===== config.mk =====
export PLATFORM = sky130hd
export DESIGN_NAME = mips_multicycle_control
export DESIGN_NICKNAME = d
export VERILOG_FILES = /design/src/rtl/mips_multicycle_control.sv
export SDC_FILE = /design/constraint.sdc
export NUM_CORES = 1
export LEC_CHECK = 0
export BUFFER_PORTS_ARGS = -buffer_cell sky130_fd_sc_hd__buf_4
export CAP_MARGIN = 5
export CORE_MARGIN = 5
export CORE_UTILIZATION = 39
export CTS_CLUSTER_SIZE = 16
export DETAILED_ROUTE_END_ITERATION = 16
export PLACE_DENSITY = 0.74
export SETUP_SLACK_MARGIN = 0.5
export SLEW_MARGIN = 30
export SYNTH_ARGS = -nofsm -noshare
export SYNTH_HDL_FRONTEND = slang
export SYNTH_SLANG_ARGS = --single-unit

===== constraint.sdc =====
create_clock -name clk -period 1.4 [get_ports clk]
set_input_delay 0.07 -clock clk [delete_from_list [all_inputs] [get_ports clk]]
set_output_delay 0.07 -clock clk [all_outputs]
set_load 0.05 [all_outputs]

===== src/rtl/mips_multicycle_control.sv =====
// mips_multicycle_control
//   Moore-style main controller for the multicycle MIPS datapath. It sequences
//   fetch / decode / execute / memory / writeback. It also drives the 3-bit
//   operation select consumed by the ALU, using this encoding:
//     000 add, 001 sub, 010 and, 011 or, 100 a+~b, 101 zero, 110 xor, 111 a&~b
//
// Ports
//   clk, reset          rising-edge clock, synchronous active-high reset
//   opcode, funct       instr[31:26] / instr[5:0] from the instruction register
//   zero                ALU result==0 flag, used by beq
//   ir_write            load instruction register
//   pc_en               PC write enable = pc_write | (branch & zero)
//   mem_write           data memory write strobe
//   i_or_d              memory address select (0=PC, 1=ALUOut)
//   reg_write           register-file write enable
//   reg_dst             write register select (0=rt, 1=rd)
//   mem_to_reg          writeback data select (0=ALUOut, 1=MDR)
//   alu_src_a           ALU A select (0=PC, 1=reg A)
//   alu_src_b           ALU B select (00=B, 01=4, 10=imm, 11=imm<<2)
//   imm_zext            zero-extend the immediate (andi/ori)
//   pc_src              next-PC select (00=ALU, 01=ALUOut, 10=jump target)
//   alu_select          ALU operation code
//   illegal_op          pulse for an unsupported opcode/funct
//   state               current state (debug)
module mips_multicycle_control #(
  parameter int STATE_W = 4,
  parameter int SEL_W   = 3
) (
  input  logic               clk,
  input  logic               reset,
  input  logic [5:0]         opcode,
  input  logic [5:0]         funct,
  input  logic               zero,
  output logic               ir_write,
  output logic               pc_en,
  output logic               mem_write,
  output logic               i_or_d,
  output logic               reg_write,
  output logic               reg_dst,
  output logic               mem_to_reg,
  output logic               alu_src_a,
  output logic [1:0]         alu_src_b,
  output logic               imm_zext,
  output logic [1:0]         pc_src,
  output logic [SEL_W-1:0]   alu_select,
  output logic               illegal_op,
  output logic [STATE_W-1:0] state
);

  localparam logic [STATE_W-1:0] FETCH   = STATE_W'(0);
  localparam logic [STATE_W-1:0] DECODE  = STATE_W'(1);
  localparam logic [STATE_W-1:0] MEMADR  = STATE_W'(2);
  localparam logic [STATE_W-1:0] MEMRD   = STATE_W'(3);
  localparam logic [STATE_W-1:0] MEMWB   = STATE_W'(4);
  localparam logic [STATE_W-1:0] MEMWR   = STATE_W'(5);
  localparam logic [STATE_W-1:0] RTEXEC  = STATE_W'(6);
  localparam logic [STATE_W-1:0] ALUWB   = STATE_W'(7);
  localparam logic [STATE_W-1:0] BRANCH  = STATE_W'(8);
  localparam logic [STATE_W-1:0] IMMEXEC = STATE_W'(9);
  localparam logic [STATE_W-1:0] JUMP    = STATE_W'(10);

  localparam logic [5:0] OP_RTYPE = 6'b000000;
  localparam logic [5:0] OP_J     = 6'b000010;
  localparam logic [5:0] OP_BEQ   = 6'b000100;
  localparam logic [5:0] OP_ADDI  = 6'b001000;
  localparam logic [5:0] OP_ANDI  = 6'b001100;
  localparam logic [5:0] OP_ORI   = 6'b001101;
  localparam logic [5:0] OP_LW    = 6'b100011;
  localparam logic [5:0] OP_SW    = 6'b101011;

  localparam logic [SEL_W-1:0] SEL_ADD  = SEL_W'(3'b000);
  localparam logic [SEL_W-1:0] SEL_SUB  = SEL_W'(3'b001);
  localparam logic [SEL_W-1:0] SEL_AND  = SEL_W'(3'b010);
  localparam logic [SEL_W-1:0] SEL_OR   = SEL_W'(3'b011);
  localparam logic [SEL_W-1:0] SEL_ZERO = SEL_W'(3'b101);
  localparam logic [SEL_W-1:0] SEL_XOR  = SEL_W'(3'b110);

  // R-type funct -> ALU operation; unsupported functs force a zero result.
  function automatic logic [SEL_W-1:0] rtype_sel(input logic [5:0] f);
    case (f)
      6'b100000: rtype_sel = SEL_ADD;
      6'b100010: rtype_sel = SEL_SUB;
      6'b100100: rtype_sel = SEL_AND;
      6'b100101: rtype_sel = SEL_OR;
      6'b100110: rtype_sel = SEL_XOR;
      default:   rtype_sel = SEL_ZERO;
    endcase
  endfunction

  function automatic logic funct_legal(input logic [5:0] f);
    case (f)
      6'b100000, 6'b100010, 6'b100100, 6'b100101, 6'b100110: funct_legal = 1'b1;
      default: funct_legal = 1'b0;
    endcase
  endfunction

  function automatic logic opcode_legal(input logic [5:0] op);
    case (op)
      OP_RTYPE, OP_J, OP_BEQ, OP_ADDI, OP_ANDI, OP_ORI, OP_LW, OP_SW: opcode_legal = 1'b1;
      default: opcode_legal = 1'b0;
    endcase
  endfunction

  logic [STATE_W-1:0] state_q;
  logic [STATE_W-1:0] next_state;
  logic               pc_write;
  logic               branch;

  always_ff @(posedge clk) begin
    if (reset) state_q <= FETCH;
    else       state_q <= next_state;
  end

  always_comb begin
    next_state = FETCH;
    pc_write   = 1'b0;
    branch     = 1'b0;
    ir_write   = 1'b0;
    mem_write  = 1'b0;
    i_or_d     = 1'b0;
    reg_write  = 1'b0;
    reg_dst    = 1'b0;
    mem_to_reg = 1'b0;
    alu_src_a  = 1'b0;
    alu_src_b  = 2'b00;
    imm_zext   = 1'b0;
    pc_src     = 2'b00;
    alu_select = SEL_ADD;
    illegal_op = 1'b0;

    case (state_q)
      FETCH: begin
        ir_write   = 1'b1;
        pc_write   = 1'b1;
        alu_src_b  = 2'b01;
        next_state = DECODE;
      end
      DECODE: begin
        // ALU precomputes the branch target into ALUOut while decoding.
        alu_src_b = 2'b11;
        case (opcode)
          OP_LW, OP_SW:            next_state = MEMADR;
          OP_RTYPE:                next_state = RTEXEC;
          OP_BEQ:                  next_state = BRANCH;
          OP_ADDI, OP_ANDI, OP_ORI: next_state = IMMEXEC;
          OP_J:                    next_state = JUMP;
          default:                 next_state = FETCH;
        endcase
        // Bad R-type functs are flagged here as well as in RTEXEC.
        illegal_op = !opcode_legal(opcode) ||
                     ((opcode == OP_RTYPE) && !funct_legal(funct));
      end
      MEMADR: begin
        alu_src_a = 1'b1;
        alu_src_b = 2'b10;
        if (opcode == OP_LW)      next_state = MEMRD;
        else if (opcode == OP_SW) next_state = MEMWR;
        else                      next_state = FETCH;
      end
      MEMRD: begin
        i_or_d     = 1'b1;
        next_state = MEMWB;
      end
      MEMWB: begin
        reg_write  = 1'b1;
        mem_to_reg = 1'b1;
      end
      MEMWR: begin
        i_or_d    = 1'b1;
        mem_write = 1'b1;
      end
      RTEXEC: begin
        alu_src_a  = 1'b1;
        alu_select = rtype_sel(funct);
        illegal_op = !funct_legal(funct);
        next_state = ALUWB;
      end
      ALUWB: begin
        reg_write = 1'b1;
        reg_dst   = (opcode == OP_RTYPE);
      end
      BRANCH: begin
        alu_src_a  = 1'b1;
        alu_select = SEL_SUB;
        branch     = 1'b1;
        pc_src     = 2'b01;
      end
      IMMEXEC: begin
        alu_src_a  = 1'b1;
        alu_src_b  = 2'b10;
        case (opcode)
          OP_ANDI: alu_select = SEL_AND;
          OP_ORI:  alu_select = SEL_OR;
          default: alu_select = SEL_ADD;
        endcase
        imm_zext   = (opcode == OP_ANDI) || (opcode == OP_ORI);
        next_state = ALUWB;
      end
      JUMP: begin
        pc_write = 1'b1;
        pc_src   = 2'b10;
      end
      default: next_state = FETCH;
    endcase

    pc_en = pc_write | (branch & zero);
    state = state_q;

    // Reset silences every strobe so an abandoned instruction cannot write.
    if (reset) begin
      ir_write   = 1'b0;
      pc_en      = 1'b0;
      mem_write  = 1'b0;
      i_or_d     = 1'b0;
      reg_write  = 1'b0;
      reg_dst    = 1'b0;
      mem_to_reg = 1'b0;
      alu_src_a  = 1'b0;
      alu_src_b  = 2'b00;
      imm_zext   = 1'b0;
      pc_src     = 2'b00;
      alu_select = SEL_ADD;
      illegal_op = 1'b0;
      state      = FETCH;
    end
  end

endmodule

==> run metrics, run 1 <==
register area share after synthesis 12.2%; Synth Area in Compound Gates 27.8%; status aborted with a tool error; Synth cell types 43; num rows 14; Hold-fix buffers, CTS 0; CTS buffer count 3; post-synth top area share 12.2%; cts repair resizes 67; Initial Utilization 42.2%; DP HPWL 1980 um; Post-synth EDFFs 0; Final GP Congestion 0.823; io pins 36; Synth warnings 0; Die H 51.1 um; Post-Syn Instances 94; Yosys reg bits 4; Main synth FF type dfxtp_1; H-tree depth 1; mux contribution to synthesized area 1.71%; syn avg cell area 7.00 um^2; Err [ERROR DPL-0038] Utilization greater than 100%, impossible to legalize; CTS sink cnt 4; Stop stage 4_1_cts; largest family of logic cells by synthesized area simple AND/OR/NAND/NOR gates; largest area contributor in the netlist dfxtp_1; CTS root buffer clkbuf_4; Syn Nets 109; clk buf depth 2; Post-Syn Area 658 um^2; PortBufs 35; Post-CTS Setup Repair Bufs 12; die width 51.1 um; Area contributors post-synth dfxtp_1 12%, nor2_1 6.8%, nor3_1 6.1%; Synth Area in Simple Gates 46.6%; Synth Area in Adders 0%; ys async rst share 0%; Synth Area in XOR/XNOR 1.33%
logic make-up after synthesis:
| kind of cell | after synthesis |
|---|---|
| compound gates | 25 |
| xor+xnor | 1 |
| buf+inv | 10 |
| flops | 4 |
| mux | 1 |
| simple gates | 53 |
cells in the mapped netlist (all sizes together), types with 2 or more instances:
cell type	count
nand2b	3
o21ai	2
nand3	2
nor3	8
inv	3
o41ai	2
buf	7
or4	2
nand2	6
nor2b	5
o22ai	2
nor4b	2
nor4	3
dfxtp	4
a21oi	8
nor2	12
and3	2
a31oi	2
or3	4
metrics by stage:
step | instance area, um^2 | std cells | worst slack [ns]
floorplan | 938 | 94 | -0.0993
global placement | 1310 | 161 | -0.0182
detailed placement | 1310 | 161 | -0.0279
==> inputs of run 2 (changes only) <==
CORE_AREA = 5 5 66 68   (was unset)
CORE_MARGIN = unset   (was 5)
CORE_UTILIZATION = unset   (was 39)
CTS_CLUSTER_SIZE = unset   (was 16)
DIE_AREA = 0 0 71 73   (was unset)
PLACE_DENSITY = unset   (was 0.74)
PLACE_DENSITY_LB_ADDON = 0.15   (was unset)
SETUP_SLACK_MARGIN = unset   (was 0.5)
clock period = 1.8 ns   (was 1.4 ns; I/O delays follow)
==> run 2 against run 1 <==
Net effect:
- the flow now finishes without violations
- synthesized area unchanged
- synthesized cell count unchanged
==> run metrics, run 2 <==
status finished, final reports clean; CP Launch Type flop; CTS root buffer clkbuf_8; per-cell routed wire length 13.6 um; io pins 36 (unchanged); register area share after synthesis 12.2% (unchanged); Worst-Margin Slew 0.296 ns; routed vias/inst 4.52; drt drc 0; Final Hold Vio Count 0; CTS buffer count 3 (unchanged); hold crit path type in2reg; core area 0.00380 mm^2; GRT Overall Usage 9.93%; top-count cell post-synth nor2_1; Power, Total 472 uW; ys async rst share 0% (unchanged); pwr dens 441 mW/mm^2; RSZ-0062 raised after global routing no; layout cell share with drive strength beyond 1 52.3%; largest net degree at the start of global routing 16; # setup viols final 0; TritonCTS clock tree built; Post-synth EDFFs 0 (unchanged); Period Utilization, post-route 95.0%; Main synth FF type dfxtp_1; fin area 0.00107 mm^2; initial antenna violation count 0; most frequent cells in the layout 40 x buf_4, 11 x nor2_1, 7 x a21oi_1; worst-skew pair later-pin latency 0.22 ns; Slew HR 80.1%; CTS sink cnt 4 (unchanged); Peak VDD IR 187 uV; Post-Syn Instances 94 (unchanged); Worst Reg-to-Reg Cells 5; Hold Path Depth 2; vias in the first global route 809; first-pass GRT wire length 4130 um; largest reg by FF count state_q; die area 0.00518 mm^2; Die H 73 um (+43%); fmax 585 MHz; Final nets 147; ANT nets after route 0; commonest cells in the synthesized netlist 12 x nor2_1, 8 x nor3_1, 7 x a21oi_1; Fillers 438; Syn Nets 109 (unchanged); DP HPWL 2010 um (+1.4%); Hold-fix buffers, CTS 0 (unchanged); post-synth top area share 12.2% (unchanged); Critical Path RT 1.71 ns; Yosys reg bits 4 (unchanged); largest registers state_q (4); Initial Utilization 17.3% (-25 points); die width 71 um (+39%); Synth cell types 43 (unchanged); GRT Residual Overflow 0; skew final 0.0000553 ns; Worst-path clk slew 0.03 ns; setup TNS 0 ns; most common cell after layout, fill and taps aside buf_4; Initial DRC Count 13; fin. max-slew vios 0; PortBufs 35 (unchanged); critical path class reg2out; diodes inserted 0; Post-Syn Area 658 um^2 (unchanged); Final GP Congestion 0.709 (-14%); DP Area 0.00100 mm^2 (-23%); P&R area growth vs syn 62.5%; WL final 2460 um; clk buf depth 2 (unchanged); num rows 23 (+9); Synth warnings 0 (unchanged); via count 814; CP Capture Type primary output; Tmin final 1.71 ns; syn avg cell area 7.00 um^2 (unchanged); max_cap viols 0; Initial DRT Pass Iterations 4; Critical Path AT 1.62 ns; max FFs per register 4; Area contributors post-synth dfxtp_1 12%, nor2_1 6.8%, nor3_1 6.1%; H-tree depth 1 (unchanged); CP max FO 8; largest area contributor in the netlist dfxtp_1; Leak 0.000427 uW
==> run 2: cell counts after synthesis <==
Identical to the previous run, type by type.
==> run 2: critical path: stages, from the launching register on <==
cell and delay, ns:
dfxtp_2 0.39, inv_2 0.10, or4_1 0.55, o22ai_1 0.14, buf_4 0.22
==> run 2: through the flow <==
| step | hold slack [ns] | utilization, % | worst slack (ns) | instances |
|---|---|---|---|---|
| finish | 0.0530 | 28.2 | 0.0900 | 180 |
| global route | 0.0592 | 28.2 | 0.0232 | 180 |
| CTS | 0.0562 | 27.5 | 0.00678 | 180 |
| detailed placement | 0.284 | 26.4 | 0.240 | 177 |
| global placement | 0.284 | 26.4 | 0.268 | 177 |
| floorplan | 0.161 | - | -0.0746 | 94 |
==> run 2: cell families after synthesis <==
group / synth area share [%]
and+or+nand+nor: 46.6
muxes: 1.71
xor gates and xnor gates: 1.33
DFF: 12.2
buffers and inverters: 10.5
AOI/OAI and AO/OA: 27.8
==> run 2: power by group <==
group	switching [uW]	internal, uW
Combinational	111	73.9
Sequential	5.73	93.0
Clock	45.5	142
Total	162	309
==> run 2: cell type report <==
cell class / count / area, um^2 / share of cell area [%]
Clock buffer: 3 / 41.3 / 3.86
Sequential cell: 4 / 85.1 / 7.95
Multi-Input combinational cell: 80 / 569 / 53.2
Timing Repair Buffer: 40 / 300 / 28.1
Inverter: 3 / 11.3 / 1.05
Tap cell: 50 / 62.6 / 5.85
==> run 2: path summary, 6_finish.rpt <==
kind,from,endpoint,slack [ns]
hold / removal,opcode[4],state_q[3],0.05
setup reg to reg,state_q[0],state_q[2],0.48
setup / recovery,state_q[3],alu_select[1],0.09
hold reg to reg,state_q[3],state_q[1],0.63
==> run 2: per-layer routing <==
metal  up-vias  GRT usage (%)  share of wire [%]
li1        424              -                  -
met1       366           12.6                 48
met2        22           16.5                 46
met3         2           2.20                5.4
met4         0           3.76               0.57
met5         -              0                  0
==> run 2: timing repair <==
action,CTS,global route
endpoints found under the setup margin,0,5
setup buffers,0,0
resized for setup,0,9
No activity file was read; power rests on OpenSTA's default activity.
